File: src/rtl/boe_pkg.sv
// Shared types and constants for the BOE scheduler: FSM states, bus widths
// and default limits, plus the packet-length legality helper.
package boe_pkg;

  typedef enum logic [1:0] {
    ST_IDLE    = 2'd0,
    ST_GRANT   = 2'd1,
    ST_SEND    = 2'd2,
    ST_COLLECT = 2'd3
  } state_e;

  localparam int DATA_W      = 8;
  localparam int RES_W       = 11;
  localparam int LEN_W       = 3;
  localparam int RCNT_W      = 4;
  localparam int DEF_MAX_LEN = 6;
  localparam int DEF_TIMEOUT = 16;

  // A length is usable only when it is non-zero and fits the engine.
  function automatic logic len_legal(input logic [LEN_W-1:0] len, input int max_len);
    return (len != 3'd0) && (int'(len) <= max_len);
  endfunction

endpackage

File: src/rtl/boe_sched_rr_arb2.sv
// Two-way round-robin pick: a sole requester always wins, a tie goes to ptr.
// Purely combinational; legality is reported for the winner only.
module rr_arb2 (
  input  logic [1:0] req,
  input  logic [1:0] legal,
  input  logic       ptr,
  output logic       win_valid,
  output logic       win_id,
  output logic       win_legal
);

  // winner selection
  always_comb begin
    win_valid = |req;
    if (req[0] && req[1]) begin
      win_id = ptr;
    end else if (req[1]) begin
      win_id = 1'b1;
    end else begin
      win_id = 1'b0;
    end
    win_legal = legal[win_id];
  end

endmodule

File: src/rtl/boe_sched.sv
// Schedules two requesters onto one statistics engine: grant, forward the
// packet bytes, then route the engine's len+2 results back to the owner.
module boe_sched
  import boe_pkg::*;
#(
  parameter int MAX_LEN = DEF_MAX_LEN,
  parameter int TIMEOUT = DEF_TIMEOUT
) (
  input  logic              clk,
  input  logic              rst,
  input  logic              req0,
  input  logic              req1,
  input  logic [LEN_W-1:0]  len0,
  input  logic [LEN_W-1:0]  len1,
  input  logic              dv0,
  input  logic              dv1,
  input  logic [DATA_W-1:0] din0,
  input  logic [DATA_W-1:0] din1,
  output logic              gnt0,
  output logic              gnt1,
  output logic              rej0,
  output logic              rej1,
  output logic              eng_start,
  output logic [LEN_W-1:0]  eng_num,
  output logic              eng_dv,
  output logic [DATA_W-1:0] eng_data,
  input  logic              eng_rvalid,
  input  logic [RES_W-1:0]  eng_result,
  output logic              rsp_valid,
  output logic              rsp_id,
  output logic              rsp_last,
  output logic [RES_W-1:0]  rsp_data,
  output logic              busy,
  output logic              tout
);

  localparam int WD_W = $clog2(TIMEOUT + 1);
  localparam logic [WD_W-1:0] WD_LAST = WD_W'(TIMEOUT - 1);

  state_e              state_q, state_d;
  logic                ptr_q, ptr_d, owner_q, owner_d;
  logic [LEN_W-1:0]    len_q, len_d, beat_q, beat_d;
  logic [RCNT_W-1:0]   rcnt_q, rcnt_d;
  logic [WD_W-1:0]     wd_q, wd_d;
  logic [1:0]          gnt_q, gnt_d, rej_q, rej_d;
  logic                eng_start_q, eng_start_d, eng_dv_q, eng_dv_d;
  logic [DATA_W-1:0]   eng_data_q, eng_data_d;
  logic                rsp_valid_q, rsp_valid_d, rsp_id_q, rsp_id_d, rsp_last_q, rsp_last_d;
  logic [RES_W-1:0]    rsp_data_q, rsp_data_d;
  logic                busy_q, busy_d, tout_q, tout_d;

  logic                win_valid_s, win_id_s, win_legal_s, expire_s, sel_dv_s;
  logic [1:0]          legal_s;
  logic [LEN_W-1:0]    win_len_s;
  logic [DATA_W-1:0]   sel_din_s;

  assign legal_s   = {len_legal(len1, MAX_LEN), len_legal(len0, MAX_LEN)};
  assign win_len_s = win_id_s ? len1 : len0;
  assign sel_dv_s  = owner_q ? dv1 : dv0;
  assign sel_din_s = owner_q ? din1 : din0;

  rr_arb2 u_arb (
    .req       ({req1, req0}),
    .legal     (legal_s),
    .ptr       (ptr_q),
    .win_valid (win_valid_s),
    .win_id    (win_id_s),
    .win_legal (win_legal_s)
  );

  // next-state, counters and next output values
  always_comb begin
    state_d = state_q;  ptr_d = ptr_q;    owner_d = owner_q;
    len_d   = len_q;    beat_d = beat_q;  rcnt_d = rcnt_q;  wd_d = wd_q;
    gnt_d = 2'b00;  rej_d = 2'b00;  eng_start_d = 1'b0;
    eng_dv_d = 1'b0;  eng_data_d = '0;
    rsp_valid_d = 1'b0;  rsp_id_d = 1'b0;  rsp_last_d = 1'b0;  rsp_data_d = '0;
    tout_d = 1'b0;  expire_s = 1'b0;
    case (state_q)
      ST_IDLE: begin
        wd_d = '0;
        if (win_valid_s && win_legal_s) begin
          owner_d          = win_id_s;
          len_d            = win_len_s;
          gnt_d[win_id_s]  = 1'b1;
          eng_start_d      = 1'b1;
          state_d          = ST_GRANT;
        end else if (win_valid_s) begin
          rej_d[win_id_s]  = 1'b1;
        end else begin
          state_d          = ST_IDLE;
        end
      end
      ST_GRANT: begin
        state_d = ST_SEND;
        beat_d  = '0;
        wd_d    = '0;
      end
      ST_SEND: begin
        eng_dv_d   = sel_dv_s;
        eng_data_d = sel_dv_s ? sel_din_s : '0;
        if (sel_dv_s && (beat_q == len_q - 3'd1)) begin
          state_d = ST_COLLECT;
          beat_d  = '0;
          rcnt_d  = '0;
          wd_d    = '0;
        end else begin
          beat_d   = beat_q + {2'd0, sel_dv_s};
          expire_s = !eng_rvalid && (wd_q == WD_LAST);
          wd_d     = eng_rvalid ? '0 : wd_q + WD_W'(1);
        end
      end
      ST_COLLECT: begin
        if (eng_rvalid) begin
          rsp_valid_d = 1'b1;
          rsp_id_d    = owner_q;
          rsp_data_d  = eng_result;
          wd_d        = '0;
          // the (len+2)-th result closes the packet
          if (rcnt_q == {1'b0, len_q} + 4'd1) begin
            rsp_last_d = 1'b1;
            state_d    = ST_IDLE;
            ptr_d      = ~ptr_q;
            rcnt_d     = '0;
            len_d      = '0;
          end else begin
            rcnt_d     = rcnt_q + 4'd1;
          end
        end else begin
          expire_s = (wd_q == WD_LAST);
          wd_d     = wd_q + WD_W'(1);
        end
      end
      default: state_d = ST_IDLE;
    endcase
    if (expire_s) begin
      tout_d  = 1'b1;
      state_d = ST_IDLE;
      ptr_d   = ~ptr_q;
      beat_d  = '0;
      rcnt_d  = '0;
      wd_d    = '0;
      len_d   = '0;
    end else begin
      tout_d  = 1'b0;
    end
    busy_d = (state_d != ST_IDLE);
  end

  // state, counters and registered outputs
  always_ff @(posedge clk or posedge rst) begin
    if (rst) begin
      state_q <= ST_IDLE;  ptr_q <= 1'b0;  owner_q <= 1'b0;
      len_q <= '0;  beat_q <= '0;  rcnt_q <= '0;  wd_q <= '0;
      gnt_q <= 2'b00;  rej_q <= 2'b00;  eng_start_q <= 1'b0;
      eng_dv_q <= 1'b0;  eng_data_q <= '0;
      rsp_valid_q <= 1'b0;  rsp_id_q <= 1'b0;  rsp_last_q <= 1'b0;  rsp_data_q <= '0;
      busy_q <= 1'b0;  tout_q <= 1'b0;
    end else begin
      state_q <= state_d;  ptr_q <= ptr_d;  owner_q <= owner_d;
      len_q <= len_d;  beat_q <= beat_d;  rcnt_q <= rcnt_d;  wd_q <= wd_d;
      gnt_q <= gnt_d;  rej_q <= rej_d;  eng_start_q <= eng_start_d;
      eng_dv_q <= eng_dv_d;  eng_data_q <= eng_data_d;
      rsp_valid_q <= rsp_valid_d;  rsp_id_q <= rsp_id_d;
      rsp_last_q <= rsp_last_d;  rsp_data_q <= rsp_data_d;
      busy_q <= busy_d;  tout_q <= tout_d;
    end
  end

  assign gnt0      = gnt_q[0];
  assign gnt1      = gnt_q[1];
  assign rej0      = rej_q[0];
  assign rej1      = rej_q[1];
  assign eng_start = eng_start_q;
  assign eng_num   = len_q;
  assign eng_dv    = eng_dv_q;
  assign eng_data  = eng_data_q;
  assign rsp_valid = rsp_valid_q;
  assign rsp_id    = rsp_id_q;
  assign rsp_last  = rsp_last_q;
  assign rsp_data  = rsp_data_q;
  assign busy      = busy_q;
  assign tout      = tout_q;

endmodule

File: config.mk
export PLATFORM = sky130hd
export DESIGN_NAME = boe_sched
export DESIGN_NICKNAME = d
export VERILOG_FILES = /design/src/rtl/boe_pkg.sv /design/src/rtl/boe_sched_rr_arb2.sv /design/src/rtl/boe_sched.sv
export SDC_FILE = /design/constraint.sdc
export NUM_CORES = 1
export LEC_CHECK = 0
export CAP_MARGIN = 10
export CORE_MARGIN = 2
export CORE_UTILIZATION = 43
export CTS_BUF_LIST = sky130_fd_sc_hd__clkbuf_8
export CTS_CLUSTER_SIZE = 10
export DETAILED_ROUTE_END_ITERATION = 8
export MAX_ROUTING_LAYER = met4
export PLACE_DENSITY = 0.79
export SYNTH_ARGS = -nofsm -noshare
export SYNTH_HDL_FRONTEND = slang
export SYNTH_SLANG_ARGS = --single-unit
File: constraint.sdc
create_clock -name clk -period 1.9 [get_ports clk]
set_clock_uncertainty 0.05 [all_clocks]
set_input_delay 0.38 -clock clk [delete_from_list [all_inputs] [get_ports clk]]
set_output_delay 0.38 -clock clk [all_outputs]
set_load 0.05 [all_outputs]
==> run summary <==
async set-reset flop share out of synthesis - 100%
Slew Limit Fails - 0
CTS max path bufs - 2
worst slack, placed - -323 ps
Detail Route Antenna Nets - 0
routed via count - 1,852
Design Power - 5.34 mW
First DRT Iteration DRCs - 73
share of cells above drive strength 1 - 31.3%
sequential area share after synthesis - 55.0%
reg2reg end - eng_num[2]$_DFFE_PP0P_
TritonCTS buffer count - 5
Ant. Diodes - 0
Critical path origin - eng_num[0]$_DFFE_PP0P_
Setup Total Neg Slack - -557 ps
Ys Warns - 0
CP Max Fanout - 4
final hold vios - 0
vias in the first global route - 1,892
Vias/cell - 4.87
TritonCTS Sinks - 49
Core ar. - 5040 sq um
post-DP HPWL - 3.90 mm
First-pass DRT Iterations - 4
final setup vio count - 9
CTS H-tree depth - 2
Tmin final - 2020 ps
first-pass GRT wire length - 8.96 mm
CP Capture Point - eng_num[2]$_DFFE_PP0P_
Post-Syn Area - 2230 sq um
area delta synth->final - 59.7%
gp weighted congestion - 0.870
worst slew pin tran - 520 ps
Critical Path Sink Type - flop
die width - 76.0 um
worst reg-to-reg setup slack - -120 ps
post-synthesis adder-cell area fraction - 3.93%
period utilization - 106%
Die ar. - 5770 sq um
die height - 76.0 um
routed wire length - 5.35 mm
XOR/XNOR share of the synthesized area - 4.55%
Post-CTS Hold Fix Bufs - 0
#FFs+latches synth - 49
Post-Synth Simple-Gate Area - 18.0%
WP data required - 2040 ps
failing checks - setup timing
Netlist cell types - 43
Worst R2R Start - eng_num[0]$_DFFE_PP0P_
setup ws final - -121 ps
EDFF count, synth - 0
Peak supply drop - 902 uV
most common cell in the netlist - dfrtp_1
Worst Hold Class - in2async
Mapped Nets - 240
total of max-cap violations - 0
Initial Util - 44.2%
FP Rows - 26
initial antenna violation count - 0
met2 usage - 33.6%
WL/cell - 14.1 um
total track usage - 20.0%
I/O Pins - 73
fmax - 0.495 GHz
RSZ-0062 raised after global routing - yes
clock-pin transition on the worst setup and hold timing paths - 90 ps
Power Dens Cells - 1500 nW/um^2
M3 GR Usage - 4.15%
status - finished, violations left
later-pin clock latency in the skew report - 300 ps
top cells by count, synth - dfrtp_1, nor2_1, and2_1, mux2i_1
Gate Count Post-Synth - 193
CTS tree - built
Crit Path Class - reg2reg
main combinational cell family by area after synthesis - simple AND/OR/NAND/NOR gates
CP Launch Type - flop
CTS Root Cell - clkbuf_8
GR Overflow Total - 0
GRT busiest layer - met2
Port Buffers - 72
multiplexer share of the synthesized area - 7.64%
largest net degree at the start of global routing - 50
largest cells by area after synthesis - dfrtp_1, mux2i_1, ha_1
Static Leak - 1.83 nW
Top FF cell, synth - dfrtp_1
Avg Inst Size Synth - 11.5 sq um
drt drc - 0
post-synth top area share - 55.0%
CP arrival - 2160 ps
met1 global-route usage - 25.0%
post-synthesis compound-gate area fraction - 8.37%
Rel. slew slack - 65.3%
reg2reg path depth - 7
Total Nets Final - 356
area leader, netlist - dfrtp_1
-- placed cells by master, fill, tap and decap left out, drive strengths merged, types with 2 or more instances in the layout --
cell type / n
a21boi: 2
a21oi: 6
a22o: 4
and2: 12
buf: 56
clkbuf: 6
clkdlybuf4s50: 50
dfrtp: 49
dlymetal6s2s: 7
ha: 7
inv: 10
mux2: 5
mux2i: 11
nand2: 10
nand3: 10
nor2: 23
nor2b: 5
nor3b: 2
nor4b: 2
o21ai: 3
o21bai: 2
or3: 3
xnor2: 4
xor2: 5
-- kinds of logic after synthesis --
logic type / Yosys count
muxes: 16
DFF: 49
AOI/OAI and AO/OA: 23
buffers and inverters: 14
adders and majority gates: 7
and+or+nand+nor: 74
xor gates and xnor gates: 10
-- final cells by class --
type | count | area, sq um
inverter | 10 | 37.5
tap | 70 | 87.6
fill | 369 | 1480
timing repair buffer | 113 | 1020
sequential | 49 | 1230
clock buffer | 6 | 82.6
multi-input combinational | 130 | 1060
clock inverter | 2 | 37.5
-- power breakdown --
group / leakage, nW / switching [mW] / internal [mW] / total, mW
Combinational: 1.14 / 1.62 / 1.37 / 2.99
Sequential: 0.641 / 0.242 / 1.34 / 1.58
Clock: 0.0574 / 0.339 / 0.428 / 0.767
-- registers in the layout (all words and copies together), names as in the netlist, 3 cells and up --
signal,count
eng_data,8
wd_q,5
beat_q,3
rsp_data,11
eng_num,3
rcnt_q,4
-- through the flow --
| stage | hold slack (ps) | area [sq um] | utilization (%) | std cells |
|---|---|---|---|---|
| floorplan | 383 | 2270 | - | 193 |
| global placement | 462 | 3300 | 65.4 | 366 |
| detailed placement | 471 | 3300 | 65.4 | 366 |
| CTS | 392 | 3490 | 69.2 | 378 |
| global route | 401 | 3560 | 70.6 | 380 |
| finish | 377 | 3560 | 70.6 | 380 |
-- worst min path at each step --
stage,from,to,cells after the start,slack [ps]
5_1_grt,rst,rsp_data[3]$_DFF_PP0_,3,400
6_report,rst,rsp_data[3]$_DFF_PP0_,3,380
4_1_cts,rst,rcnt_q[0]$_DFFE_PP0P_,3,390
3_5_place_dp,ptr_q$_DFFE_PP0P_,ptr_q$_DFFE_PP0P_,1,470
3_3_place_gp,wd_q[0]$_DFF_PP0_,wd_q[0]$_DFF_PP0_,2,460
2_1_floorplan,wd_q[0]$_DFF_PP0_,wd_q[0]$_DFF_PP0_,1,380
-- per-layer routing --
layer | vias up | wire length [um]
met5 | - | 0
met4 | 0 | 64
met3 | 7 | 312
met2 | 72 | 2630
met1 | 881 | 2350
li1 | 892 | -
-- timing repair --
item | in CTS | in global routing
buffers inserted | 4 | 2
setup endpoints to repair | 13 | 26
pin swaps | 6 | 2
resized for setup | 12 | 15
-- worst max-delay path, cell delays in order, from the launching register on --
cell	delay, ps
dfrtp_2	440
buf_4	150
buf_4	130
a21bo_2	190
nand3_1	160
a21oi_4	100
a211oi_4	350
mux2_4	340
Note: power is estimated with default switching activity, not from simulation.
